<file path="config.mk">
export PLATFORM = sky130hd
export DESIGN_NAME = bin2bcd_seq
export DESIGN_NICKNAME = d
export VERILOG_FILES = /design/src/rtl/bin2bcd_seq.sv
export SDC_FILE = /design/constraint.sdc
export NUM_CORES = 1
export LEC_CHECK = 0
export CORE_UTILIZATION = 51
export DETAILED_ROUTE_END_ITERATION = 16
export PLACE_DENSITY = 0.88
export SLEW_MARGIN = 0
export SYNTH_ARGS = -nofsm -noshare
export SYNTH_HDL_FRONTEND = slang
export SYNTH_SLANG_ARGS = --single-unit
</file>
<file path="constraint.sdc">
create_clock -name clk -period 2 [get_ports clk]
set_input_delay 0.2 -clock clk [delete_from_list [all_inputs] [get_ports clk]]
set_output_delay 0.2 -clock clk [all_outputs]
set_load 0.01 [all_outputs]
</file>
<file path="src/rtl/bin2bcd_seq.sv">
// Sequential binary-to-BCD converter (double dabble, one bit per clock)
// with valid/ready on both sides, overflow flag and leading-zero blanking.
module bin2bcd_seq #(
  parameter int WIDTH  = 8,
  parameter int DIGITS = 3
) (
  input  logic                  clk,
  input  logic                  rst_n,
  input  logic                  in_valid,
  output logic                  in_ready,
  input  logic [WIDTH-1:0]      bin,
  output logic                  out_valid,
  input  logic                  out_ready,
  output logic [4*DIGITS-1:0]   bcd,
  output logic                  ovf,
  output logic [DIGITS-1:0]     blank
);

  localparam int CW = $clog2(WIDTH + 1);
  localparam int AW = 4 * DIGITS;

  typedef enum logic [1:0] {IDLE, SHIFT, DONE} state_t;

  state_t            state, state_nxt;
  logic [WIDTH-1:0]  shreg;
  logic [AW-1:0]     acc;
  logic [AW-1:0]     adj;
  logic              ovf_r;
  logic [CW-1:0]     cnt;
  logic [DIGITS-1:0] blank_c;
  logic              zsuf;

  always_ff @(posedge clk or negedge rst_n) begin
    if (!rst_n) state <= IDLE;
    else        state <= state_nxt;
  end

  always_comb begin
    state_nxt = state;
    case (state)
      IDLE:    if (in_valid)          state_nxt = SHIFT;
      SHIFT:   if (cnt == CW'(1))     state_nxt = DONE;
      DONE:    if (out_ready)         state_nxt = IDLE;
      default:                        state_nxt = IDLE;
    endcase
  end

  // Per-digit add-3 correction, applied before every shift.
  always_comb begin
    adj = acc;
    for (int unsigned i = 0; i < DIGITS; i++) begin
      if (acc[4*i +: 4] >= 4'd5) adj[4*i +: 4] = acc[4*i +: 4] + 4'd3;
    end
  end

  // A 1 leaving the top digit means the value exceeds DIGITS digits.
  always_ff @(posedge clk or negedge rst_n) begin
    if (!rst_n) begin
      shreg <= '0;
      acc   <= '0;
      ovf_r <= 1'b0;
      cnt   <= '0;
    end else begin
      case (state)
        IDLE: if (in_valid) begin
          shreg <= bin;
          acc   <= '0;
          ovf_r <= 1'b0;
          cnt   <= CW'(WIDTH);
        end
        SHIFT: begin
          acc   <= {adj[AW-2:0], shreg[WIDTH-1]};
          shreg <= shreg << 1;
          ovf_r <= ovf_r | adj[AW-1];
          cnt   <= cnt - CW'(1);
        end
        default: ;
      endcase
    end
  end

  // blank[k] is set while every digit from k upward is zero.
  always_comb begin
    blank_c = '0;
    zsuf    = 1'b1;
    for (int unsigned i = 1; i < DIGITS; i++) begin
      zsuf               = zsuf & (acc[4*(DIGITS-i) +: 4] == 4'd0);
      blank_c[DIGITS-i]  = zsuf;
    end
  end

  assign in_ready  = (state == IDLE);
  assign out_valid = (state == DONE);
  assign bcd       = out_valid ? acc : '0;
  assign ovf       = out_valid & ovf_r;
  assign blank     = (out_valid && !ovf_r) ? blank_c : '0;

endmodule

</file>
==> metrics.md <==
| Metric | Value |
|---|---|
| Status | `finished with violations` |
| Failing checks | `DRC` |
| Synth Flop Type | `dfrtp_1` |
| RSZ-0062 raised after global routing | `false` |
| # IOs | `30` |
| EDFF count, synth | `0` |
| XOR/XNOR Fraction of Synth Area | `2.80%` |
| Syn-to-layout area delta | `24.2%` |
| Final Setup Violations | `0` |
| DIE HEIGHT | `57.3 um` |
| Leakage | `0.915 nW` |
| Max transition margin | `63.9%` |
| Root Driver | `clkbuf_4` |
| Hold Path Class | `input port to async pin` |
| Fin nets | `222` |
| Largest net degree at the start of global routing | `28` |
| Synth Register Bits | `27` |
| Synth Area in Compound Gates | `21.7%` |
| Peak Freq | `0.525 GHz` |
| Crit path max-delay family | `buffers and inverters` |
| Comb pwr share | `52.8%` |
| Share of layout cells above drive strength 1 | `9.00%` |
| Diode count | `0` |
| Distinct cells, synth | `35` |
| Syn Nets | `189` |
| Reg power frac | `38.3%` |
| Mean Syn Cell Area | `9.29 sq um` |
| Antenna violations before repair | `0` |
| CTS tree | `yes` |
| Number of cells on the critical path | `4` |
| Via density | `6.03` |
| Post-route DRC | `3` |
| Setup TNS | `0 ns` |
| CP bufs+invs | `2` |
| Clk_lat worst skew | `0.32 ns` |
| Clock power frac | `8.9%` |
| PortBufs | `28` |
| Worst Path Arrival | `1.70 ns` |
| Max-slew violation count | `0` |
| Setup slack, reg-to-reg | `0.38 ns` |
| Vias post-DR | `1392` |
| Die Area | `0.00329 sq mm` |
| Hold_buf cts | `0` |
| Initial core utilization | `55.2%` |
| Post-synthesis cell area | `0.00156 sq mm` |
| Core Util, Final | `68.6%` |
| DRT Wirelength | `3.49 mm` |
| Switch Pwr | `1.14 mW` |
| Max cap viols | `0` |
| H-tree levels | `1` |
| Vias in the first global route | `1356` |
| Simple-gate share of the synthesized area | `18.7%` |
| WP data required | `1.80 ns` |
| Fin crit share | `95.2%` |
| CTS Sinks | `27` |
| Tmin final | `1.90 ns` |
| CP Class | `flip-flop to output port` |
| YS warnings | `0` |
| CP endpoint kind | `output port` |
| Worst slew pin tran | `0.542 ns` |
| Sequential area share after synthesis | `43.3%` |
| Core ar. | `0.00283 sq mm` |
| PwrDens | `1350 mW/mm^2` |
| First-pass GRT wire length | `5.90 mm` |
| CTS max path bufs | `2` |
| Worst vdd ir | `0.670 mV` |
| DRT Pass-1 Iters | `10` |
| Main combinational cell family by area after synthesis | `compound AO/OA/AOI/OAI gates` |
| Reg2Reg Depth | `4` |
| Switching Share | `43.6%` |
| Worst setup SP type | `flip-flop` |
| Mapped Cells | `168` |
| Multiplexer share of the synthesized area | `0.641%` |
| Die extent in x | `57.3 um` |
| TritonCTS buffer count | `3` |
| Synth Area in Adders | `7.21%` |
| Final HPWL from detailed placement | `2.53 mm` |
| RR Endpoint | `acc[11]` |
| Internal Dissipation | `1.47 mW` |
| GP Congestion | `0.865` |
| Rows | `19` |
| Total GRT Usage | `22.8%` |
| Critical path, cell by cell | `nand2b_2, inv_4, and2_1, clkdlybuf4s50_1` |
| Reg2reg start | `state[1]` |
| ANT nets after route | `0` |
| Final hold vios | `0` |
| First-iteration detailed-routing DRC count | `57` |
| Crit path max-delay cell type | `clkdlybuf4s50_1` |
| Asr flop ratio synth | `100%` |
| Max FO, Critical Path | `8` |
| DR WL/cell | `15.1 um` |
| Clock Skew | `0.00200 ns` |
| GRT Residual Overflow | `0` |
| Crit-path max cell delay | `0.53 ns` |
| Worst-path clk slew | `0.14 ns` |
[cell families after synthesis]
| family | count (synthesis) |
|---|---|
| multiplexers | 1 |
| buffers and inverters | 19 |
| XOR/XNOR | 5 |
| adder cells (fa/ha/maj) | 9 |
| AND/OR/NAND/NOR | 52 |
| AO/OA/AOI/OAI | 54 |
| flip-flops | 27 |
| other | 1 |
[cells in the final DEF, fill, tap and decap left out, drive strengths merged, types with 2 or more instances in the layout]
cell type and count:
dfrtp 27, clkdlybuf4s50 21, o21ai 17, a21oi 13, nor2 12, inv 10, ha 9, buf 9
and2 7, a22oi 7, nand2b 7, nand2 6, nor2b 5, and2b 5, nand3 4, o22ai 4
dlymetal6s2s 4, clkbuf 4, o31ai 3, a32o 3, xnor2 3, o311ai 3, xor2 2, o32ai 2
dlygate4sd2 2
[metrics by stage]
stage / area (sq um) / std cells / hold WS (ns) / setup slack, ns / power, mW
after global routing: 1940 / 231 / 0.247 / 0.00895 / 2.85
final: 1940 / 231 / 0.236 / 0.0963 / 2.61
after global placement: 1890 / 226 / 0.490 / 0.128 / 2.24
after floorplan: 1560 / 168 / -0.0956 / 0.446 / 1.96
after detailed placement: 1890 / 226 / 0.510 / 0.0586 / 2.35
after CTS: 1920 / 231 / 0.239 / 0.00130 / 2.60
[repair_timing]
action / in CTS / in global routing
pin swaps: 0 / 2
endpoints found under the setup margin: 4 / 11
buffers inserted: 1 / 0
hold endpoints to repair: 0 / 0
gates resized for setup: 6 / 7
[registers in the layout (all words and copies together), names as in the netlist]
register / count
acc: 12
shreg: 8
cnt: 4
state: 2
ovf_r: 1
[per-layer routing]
layer | vias up | routed length (um) | track usage, %
li1 | 657 | - | -
met1 | 663 | 1440 | 26.5
met2 | 64 | 1800 | 41.5
met3 | 8 | 201 | 3.85
met4 | 0 | 40 | 9.76
met5 | - | 0 | 0
[worst max-delay path by stage]
stage                  start       end  slack [ns]
floorplan             acc[8]  blank[1]        0.45
global placement      acc[8]  blank[1]        0.13
detailed placement    acc[8]  blank[1]        0.06
CTS                 state[0]    bcd[9]       0.001
global route        state[0]    bcd[7]       0.009
finish              state[0]    bcd[7]         0.1
[Yosys cell counts (all sizes together) (4+ instances only)]
master  count  area [sq um]
dfrtp      27           676
o21ai      17          85.1
a21oi      13          65.1
nor2       12          45.0
inv        10          37.5
ha          9           113
a22oi       7          52.6
and2        7          43.8
buf         7          40.0
nand2b      7          43.8
nand2       6          22.5
and2b       5          40.0
nor2b       5          31.3
nand3       4          20.0
o22ai       4          25.0
[power groups by stage]
stage	Combinational [mW]	Sequential [mW]	Clock, mW
2_1_floorplan	1.00	0.962	0
3_3_place_gp	1.26	0.987	0
3_5_place_dp	1.34	1.00	0
4_1_cts	1.37	0.992	0.241
5_1_grt	1.55	1.04	0.267
6_report	1.38	1.00	0.233
[area by class of cell]
cell class	instances	area [sq um]
fillers	235	890
multi-input cells	122	803
repair buffers	37	355
clock buffers	4	26.3
inverters	10	40.0
well taps	31	38.8
flip-flops and latches	27	676
No activity file was read; power rests on OpenSTA's default activity.
